<file path="config.mk">
export PLATFORM = sky130hd
export DESIGN_NAME = tim_pwm_nch_flat
export DESIGN_NICKNAME = d
export VERILOG_FILES = /design/src/rtl/tim_pkg.sv /design/src/rtl/tim_pwm_nch_if.sv /design/src/rtl/tim_pwm_ch.sv /design/src/rtl/tim_pwm_nch.sv /design/src/flat_wrapper.sv
export SDC_FILE = /design/constraint.sdc
export NUM_CORES = 1
export LEC_CHECK = 0
export ABC_AREA = 1
export CAP_MARGIN = 20
export CORE_ASPECT_RATIO = 0.5
export CORE_UTILIZATION = 51
export DETAILED_ROUTE_END_ITERATION = 12
export DONT_BUFFER_PORTS = 1
export MAX_ROUTING_LAYER = met4
export PLACE_DENSITY_LB_ADDON = 0.3
export RECOVER_POWER = 100
export SLEW_MARGIN = 15
export SYNTH_ARGS = -nofsm -noshare
export SYNTH_HDL_FRONTEND = slang
export SYNTH_SLANG_ARGS = --single-unit
</file>
<file path="constraint.sdc">
create_clock -name clk -period 2.8 [get_ports clk]
set_input_delay 0.7 -clock clk [delete_from_list [all_inputs] [get_ports clk]]
set_output_delay 0.7 -clock clk [all_outputs]
set_load 0.01 [all_outputs]
</file>
<file path="src/rtl/tim_pkg.sv">
// tim_pkg: shared mode type, default width and helpers for the tim_pwm_nch timer
//   TIM_CNT_W       default width of counter, PSC, ARR and CCR
//   tim_mode_e      counting mode (up / down / center)
//   tim_mode_decode maps the raw 2-bit mode field, the reserved code runs as up
//   ccr_lsb         lowest bit of channel ch inside the packed CCR word
package tim_pkg;

    localparam int TIM_CNT_W = 16;

    typedef enum logic [1:0] {
        TIM_UP     = 2'b00,
        TIM_DOWN   = 2'b01,
        TIM_CENTER = 2'b10
    } tim_mode_e;

    function automatic tim_mode_e tim_mode_decode(input logic [1:0] m);
        return (m == 2'b01) ? TIM_DOWN : (m == 2'b10) ? TIM_CENTER : TIM_UP;
    endfunction

    function automatic int ccr_lsb(input int ch, input int w);
        return ch * w;
    endfunction

endpackage

</file>
<file path="src/rtl/tim_pwm_nch_if.sv">
// tim_pwm_nch_if: configuration bus from the datapath into the timer
//   timer_en  run enable
//   mode_i    counting mode, opm_i one-pulse mode
//   psc_i     prescaler, arr_i auto-reload, ccr_i packed compare values
//   cfg_wr    loads psc/arr/ccr/mode into the preload registers
//   ch_en     per-channel output enable, ch_pol per-channel polarity
//   master drives the bus (datapath), slave receives it (timer)
interface tim_pwm_nch_if #(
    parameter int CNT_W = tim_pkg::TIM_CNT_W,
    parameter int NCH   = 4
);

    logic                 timer_en;
    logic [1:0]           mode_i;
    logic                 opm_i;
    logic [CNT_W-1:0]     psc_i;
    logic [CNT_W-1:0]     arr_i;
    logic [NCH*CNT_W-1:0] ccr_i;
    logic                 cfg_wr;
    logic [NCH-1:0]       ch_en;
    logic [NCH-1:0]       ch_pol;

    modport master (
        output timer_en, mode_i, opm_i, psc_i, arr_i, ccr_i, cfg_wr, ch_en, ch_pol
    );

    modport slave (
        input timer_en, mode_i, opm_i, psc_i, arr_i, ccr_i, cfg_wr, ch_en, ch_pol
    );

endinterface

</file>
<file path="src/rtl/tim_pwm_ch.sv">
// tim_pwm_ch: one compare/PWM channel with its CCR preload and active registers
//   clk, reset  clock, asynchronous active-low reset
//   cfg_wr_i    load ccr_i into the preload register
//   load_i      copy preload into the active CCR
//   tick_i      prescaler tick, cnt_d_i is the counter value after this tick
//   cnt_i       current counter value
//   en_i/pol_i  output enable and polarity
//   cc_flag_o   registered compare-match pulse
//   pwm_o       registered polarity-adjusted PWM output
module tim_pwm_ch
    import tim_pkg::*;
#(
    parameter int CNT_W = TIM_CNT_W
) (
    input  logic             clk,
    input  logic             reset,
    input  logic             cfg_wr_i,
    input  logic [CNT_W-1:0] ccr_i,
    input  logic             load_i,
    input  logic             tick_i,
    input  logic [CNT_W-1:0] cnt_i,
    input  logic [CNT_W-1:0] cnt_d_i,
    input  logic             en_i,
    input  logic             pol_i,
    output logic             cc_flag_o,
    output logic             pwm_o
);

    logic [CNT_W-1:0] ccr_pre_q, ccr_q;
    logic             flag_q, flag_d, pwm_q, pwm_d;

    always_comb begin
        flag_d = tick_i && (cnt_d_i == ccr_q);
        pwm_d  = en_i ? ((cnt_i < ccr_q) ^ pol_i) : pol_i;
    end

    always_ff @(posedge clk or negedge reset) begin
        if (!reset) begin
            ccr_pre_q <= '0;
            ccr_q     <= '0;
            flag_q    <= 1'b0;
            pwm_q     <= 1'b0;
        end else begin
            if (cfg_wr_i) ccr_pre_q <= ccr_i;
            if (load_i) ccr_q <= ccr_pre_q;
            flag_q <= flag_d;
            pwm_q  <= pwm_d;
        end
    end

    assign cc_flag_o = flag_q;
    assign pwm_o     = pwm_q;

endmodule

</file>
<file path="src/rtl/tim_pwm_nch.sv">
// tim_pwm_nch: prescaled up/down/center counter driving NCH compare/PWM channels
//   clk, reset  clock, asynchronous active-low reset
//   cfg         configuration bus (slave side of tim_pwm_nch_if)
//   cnt_o       active counter value, dir_o 1 while counting down
//   upd_o       registered update-event pulse
//   cc_flag_o   registered compare-match pulses, pwm_o registered PWM outputs
module tim_pwm_nch
    import tim_pkg::*;
#(
    parameter int CNT_W = TIM_CNT_W,
    parameter int NCH   = 4
) (
    input  logic             clk,
    input  logic             reset,
    tim_pwm_nch_if.slave     cfg,
    output logic [CNT_W-1:0] cnt_o,
    output logic             dir_o,
    output logic             upd_o,
    output logic [NCH-1:0]   cc_flag_o,
    output logic [NCH-1:0]   pwm_o
);

    localparam logic [CNT_W-1:0] ONE = CNT_W'(1);

    logic [CNT_W-1:0] psc_pre_q, arr_pre_q, psc_q, arr_q;
    logic [CNT_W-1:0] pcnt_q, pcnt_d, cnt_q, cnt_d;
    tim_mode_e        mode_pre_q, mode_q;
    logic             dir_q, dir_d, opm_done_q, opm_done_d, armed_q, armed_d;
    logic             upd_q, upd_ev, run, tick, load;

    always_comb begin
        run    = cfg.timer_en & ~opm_done_q;
        tick   = run & (pcnt_q == psc_q);
        pcnt_d = !run ? pcnt_q : tick ? '0 : pcnt_q + ONE;
        cnt_d  = cnt_q;
        dir_d  = dir_q;
        upd_ev = 1'b0;
        if (tick) begin
            case (mode_q)
                TIM_DOWN: begin
                    dir_d  = 1'b1;
                    upd_ev = cnt_q == '0;
                    cnt_d  = upd_ev ? arr_q : cnt_q - ONE;
                end
                TIM_CENTER: begin
                    if (arr_q == '0) begin
                        dir_d  = 1'b0;
                        upd_ev = 1'b1;
                        cnt_d  = '0;
                    end else if (!dir_q) begin
                        dir_d = cnt_q == arr_q;
                        cnt_d = dir_d ? arr_q - ONE : cnt_q + ONE;
                    end else begin
                        upd_ev = cnt_q == '0;
                        dir_d  = !upd_ev;
                        cnt_d  = upd_ev ? ONE : cnt_q - ONE;
                    end
                end
                default: begin
                    dir_d  = 1'b0;
                    upd_ev = cnt_q == arr_q;
                    cnt_d  = upd_ev ? '0 : cnt_q + ONE;
                end
            endcase
        end
        load    = !run | upd_ev;
        // The first tick after run rises may itself be an update (down mode reloading
        // from 0); one-pulse completion only counts updates after that first tick.
        armed_d = run & (armed_q | tick);
        opm_done_d = cfg.timer_en & (opm_done_q | (upd_ev & cfg.opm_i & armed_q));
    end

    always_ff @(posedge clk or negedge reset) begin
        if (!reset) begin
            psc_pre_q  <= '0;
            arr_pre_q  <= '0;
            mode_pre_q <= TIM_UP;
            psc_q      <= '0;
            arr_q      <= '0;
            mode_q     <= TIM_UP;
            pcnt_q     <= '0;
            cnt_q      <= '0;
            dir_q      <= 1'b0;
            opm_done_q <= 1'b0;
            armed_q    <= 1'b0;
            upd_q      <= 1'b0;
        end else begin
            if (cfg.cfg_wr) begin
                psc_pre_q  <= cfg.psc_i;
                arr_pre_q  <= cfg.arr_i;
                mode_pre_q <= tim_mode_decode(cfg.mode_i);
            end
            if (load) begin
                psc_q  <= psc_pre_q;
                arr_q  <= arr_pre_q;
                mode_q <= mode_pre_q;
            end
            pcnt_q     <= pcnt_d;
            cnt_q      <= cnt_d;
            dir_q      <= dir_d;
            opm_done_q <= opm_done_d;
            armed_q    <= armed_d;
            upd_q      <= upd_ev;
        end
    end

    for (genvar i = 0; i < NCH; i++) begin : g_ch
        tim_pwm_ch #(.CNT_W(CNT_W)) u_ch (
            .clk       (clk),
            .reset     (reset),
            .cfg_wr_i  (cfg.cfg_wr),
            .ccr_i     (cfg.ccr_i[ccr_lsb(i, CNT_W) +: CNT_W]),
            .load_i    (load),
            .tick_i    (tick),
            .cnt_i     (cnt_q),
            .cnt_d_i   (cnt_d),
            .en_i      (cfg.ch_en[i]),
            .pol_i     (cfg.ch_pol[i]),
            .cc_flag_o (cc_flag_o[i]),
            .pwm_o     (pwm_o[i])
        );
    end

    assign cnt_o = cnt_q;
    assign dir_o = dir_q;
    assign upd_o = upd_q;

endmodule

</file>
<file path="src/flat_wrapper.sv">
// flat-port wrapper written by rule: the top's interface ports become plain ports
module tim_pwm_nch_flat import tim_pkg::*;
#(
    parameter int CNT_W = TIM_CNT_W,
    parameter int NCH   = 4
)
  (clk, reset, cnt_o, dir_o, upd_o, cc_flag_o, pwm_o, cfg_timer_en, cfg_mode_i, cfg_opm_i, cfg_psc_i, cfg_arr_i, cfg_ccr_i, cfg_cfg_wr, cfg_ch_en, cfg_ch_pol);
  tim_pwm_nch_if #(.CNT_W(CNT_W), .NCH(NCH)) cfg_i ();
  input  logic clk;
  input  logic reset;
  output logic [CNT_W-1:0] cnt_o;
  output logic dir_o;
  output logic upd_o;
  output logic [NCH-1:0] cc_flag_o;
  output logic [NCH-1:0] pwm_o;
  input wire logic [$bits(cfg_i.timer_en)-1:0] cfg_timer_en;
  input wire logic [$bits(cfg_i.mode_i)-1:0] cfg_mode_i;
  input wire logic [$bits(cfg_i.opm_i)-1:0] cfg_opm_i;
  input wire logic [$bits(cfg_i.psc_i)-1:0] cfg_psc_i;
  input wire logic [$bits(cfg_i.arr_i)-1:0] cfg_arr_i;
  input wire logic [$bits(cfg_i.ccr_i)-1:0] cfg_ccr_i;
  input wire logic [$bits(cfg_i.cfg_wr)-1:0] cfg_cfg_wr;
  input wire logic [$bits(cfg_i.ch_en)-1:0] cfg_ch_en;
  input wire logic [$bits(cfg_i.ch_pol)-1:0] cfg_ch_pol;
  assign cfg_i.timer_en = cfg_timer_en;
  assign cfg_i.mode_i = cfg_mode_i;
  assign cfg_i.opm_i = cfg_opm_i;
  assign cfg_i.psc_i = cfg_psc_i;
  assign cfg_i.arr_i = cfg_arr_i;
  assign cfg_i.ccr_i = cfg_ccr_i;
  assign cfg_i.cfg_wr = cfg_cfg_wr;
  assign cfg_i.ch_en = cfg_ch_en;
  assign cfg_i.ch_pol = cfg_ch_pol;
  tim_pwm_nch #(.CNT_W(CNT_W), .NCH(NCH)) u_core (.clk(clk), .reset(reset), .cfg(cfg_i), .cnt_o(cnt_o), .dir_o(dir_o), .upd_o(upd_o), .cc_flag_o(cc_flag_o), .pwm_o(pwm_o));
endmodule
</file>
==> run_results.csv <==
group,metric,value,unit
status,outcome,"finished, violations left",
status,violations,"negative hold slack",
power_and_ir_drop,p_leak,8.05,nW
drt,via_count,12315,
sta,slew-limit-headroom,0.690,
floorplan,initial_core_util,0.529,
power_and_ir_drop,irDropWorstVdd,0.427,mV
setup_path,timing.critical_path.mode_cell,"nand2_1",
finish,antennaDiodeCount,0,
setup_path,required,3270,ps
setup_path,ff2ff_path_depth,20,
finish,nets,2049,
setup_path,cp_max_fo,8,
logic_synthesis,synth_top_cell_by_area,"dfrtp_1",
drt,remaining_drc_errors,0,
sta,fmax,381,MHz
sta,setup-tns-final,0,ps
logic_synthesis,syn_inst,1783,
global_routing,grt_pass1_wl,65000,um
sta,worst_pin_slew,461,ps
logic_synthesis,syn_avg_cell_area,8.00,sq um
floorplan,num_rows,42,
power_and_ir_drop,powerDensity,554,nW/um^2
setup_path,r2r_start,"u_core.cnt_o[2]",
finish,design_area,16400,sq um
global_routing,gr-total-overflow,0,
setup_path,startpoint,"u_core.cnt_o[2]",
setup_path,crit_type,"register to register",
drt,drtPass1Iterations,5,
drt,drtIter0Drc,1044,
setup_path,crit_path_end_kind,"register",
global_routing,grt_antenna_before_repair,0,
clock_tree,cts_tree,"yes",
placed_design,place_area,15300,sq um
drt,routed_via_density,5.45,
clock_tree,htreeDepth,1,
setup_path,crit_chain,"buf_4 > nand2_1 > nand2_1 > nor2_2 > nand2_2 > nor2_4 > buf_4 > buf_4 > nand3_1 > nand3_1 > nand2_1 > nand2_2 > nand2_4 > nand2_4 > o21ai_1 > nor2_1 > nand2_1 > nor2_1 > nand3_1 > nor2_1",
sta,period_share,0.937,
logic_synthesis,yosysMostFrequentCell,"nand2_1",
sta,slew_violations,0,
logic_synthesis,syn_area,14300,sq um
setup_path,r2r-end,"u_core.g_ch[0].u_ch.cc_flag_o",
clock_tree,clk-insertion-delay-late,550,ps
logic_synthesis,yosys-top-cells-count,"nand2_1 (467), dfrtp_1 (240), inv_1 (183)",
drt,ant_nets,0,
floorplan,die_x,238,um
logic_synthesis,synth_warnings,0,
clock_tree,cts_buffers,23,
placed_design,portBuffers,0,
drt,wl_per_cell,18.3,um
placed_design,place.detailed.hpwl,31600,um
clock_tree,ctsRootBufferMaster,"clkbuf_16",
sta,setup_viol,0,
logic_synthesis,synth_ff_type,"dfrtp_1",
logic_synthesis,ys_ff_latch,240,
logic_synthesis,syn-num-nets,1960,
clock_tree,clock-sinks,240,
clock_tree,cts.clk_slew.worst_paths,70,ps
global_routing,grt_util_all_layers,0.304,
setup_path,cp_top_family,"simple AND/OR/NAND/NOR gates",
global_routing,grt_pass1_vias,11897,
floorplan,core,27000,sq um
setup_path,reg2reg_slack,180,ps
run,maxCapViolCount,0,
setup_path,critPathArrivalTime,3100,ps
worst_hold_path,hold_class,"input port to async pin",
sta,fin_skew,19.9,ps
logic_synthesis,yosys.cell_types.count,47,
clock_tree,clockBufferDepth,3,
floorplan,die_h,120,um
logic_synthesis,synth_top_area_share,0.421,
setup_path,critPathMaxStageDelay,500,ps
setup_path,path_buf_inv,3,
logic_synthesis,async_flop_share,1.00,
placed_design,gp_congestion,1.02,
logic_synthesis,synth_edf_count,0,
setup_path,cpMaxStageDelayCell,"dfrtp_2",
finish,area_growth,14.9,%
drt,routed_wl,41400,um
sta,hold_viol,240,
logic_synthesis,ys_top_cells_by_area,"dfrtp_1 (42%), nand2_1 (12%), mux2_2 (7.2%)",
setup_path,cp-start-kind,"register",
floorplan,die_area,28700,sq um
sta,period_minus_slack,2620,ps
global_routing,grt_start_max_net_pins,241,
sta,whs,-155,ps
finish,drive_gt1_frac,0.187,
logic_synthesis,ys_seq_area_frac,0.421,
floorplan,pin_count,137,
[layout by cell type (no fill, tap or decap), types with 21 or more instances in the layout]
cell / synthesis / routed
nand2_1: 467 / 461
dfrtp_1: 240 / 232
inv_1: 183 / 183
o21ai_0: 137 / 135
nand3_1: 132 / 129
buf_4: 28 / 120
nor2_1: 123 / 115
mux2_2: 91 / 91
a21oi_1: 79 / 78
ha_1: 66 / 65
xor2_1: 29 / 29
nand4_1: 23 / 23
clkbuf_16: 0 / 23
nand2_2: 28 / 21
[logic make-up (layout without fill, tap and decap cells)]
logic type                 after synthesis  after routing  share of synthesized area
DFF                                    240            240                      0.421
adders and majority gates               66             66                     0.0579
muxes                                   91             91                     0.0719
and+or+nand+nor                        828            828                      0.252
xor gates and xnor gates                32             32                     0.0197
AOI/OAI and AO/OA                      257            257                     0.0965
buffers and inverters                  269            373                     0.0813
[cell type report]
type	instances	area, sq um
Clock buffer	29	618
Clock inverter	11	163
Fill cell	2447	10600
Inverter	200	753
Multi-Input combinational cell	1274	7250
Sequential cell	240	6020
Tap cell	374	468
Timing Repair Buffer	133	1110
[worst register-to-register path: cells and delay by family, from the launching register on]
kind,cells,cell delay (ps)
AO/OA/AOI/OAI,1,80
flip-flops,1,500
buffers and inverters,3,460
AND/OR/NAND/NOR,16,1530
[power breakdown]
group / switching (mW) / internal, mW
sequential: 0.311 / 3.86
clock: 1.45 / 1.86
combinational: 0.935 / 0.654
[registers in the layout (all words and copies together) (netlist names)]
register                    count
u_core.upd_o                    1
u_core.g_ch.u_ch.ccr_q         64
u_core.armed_q                  1
u_core.mode_q                   2
u_core.g_ch.u_ch.pwm_o          4
u_core.mode_pre_q               2
u_core.pcnt_q                  16
u_core.dir_o                    1
u_core.arr_q                   16
u_core.g_ch.u_ch.ccr_pre_q     64
u_core.cnt_o                   16
u_core.g_ch.u_ch.cc_flag_o      4
u_core.psc_pre_q               16
u_core.arr_pre_q               16
u_core.opm_done_q               1
u_core.psc_q                   16
[routing by layer]
metal	GRT usage	wire, um	share of wire	up-vias
met5	-	0	0	-
met4	0.0909	1230	0.030	0
met3	0.0557	3430	0.083	79
met2	0.443	17500	0.42	462
met1	0.431	19200	0.46	5771
li1	-	-	-	6003
[stage by stage]
step	instances	setup slack, ps	utilization	total power, mW
2_1_floorplan	1783	426	-	5.31
3_3_place_gp	2208	-105	0.569	5.72
3_5_place_dp	2208	-66.6	0.569	5.75
4_1_cts	2248	27.5	0.599	9.08
5_1_grt	2261	-18.0	0.608	9.54
6_report	2261	177	0.608	9.07
[what timing repair did]
action,in CTS,in global routing
resized for setup,4,42
setup buffers,0,13
pin swaps,0,4
endpoints found under the setup margin,3,53
hold endpoints to repair,240,240
[how the worst max path moves through the flow]
stage                                               end  slack (ps)  cells past startpoint
after floorplan           u_core.g_ch[0].u_ch.ccr_q[13]         430                     14
after global placement    u_core.g_ch[1].u_ch.cc_flag_o        -100                     18
after detailed placement  u_core.g_ch[1].u_ch.cc_flag_o         -70                     18
after CTS                 u_core.g_ch[0].u_ch.cc_flag_o          30                     19
after global routing      u_core.g_ch[0].u_ch.cc_flag_o         -20                     21
final                     u_core.g_ch[0].u_ch.cc_flag_o         180                     20
Power figures use the tool's default switching activity.
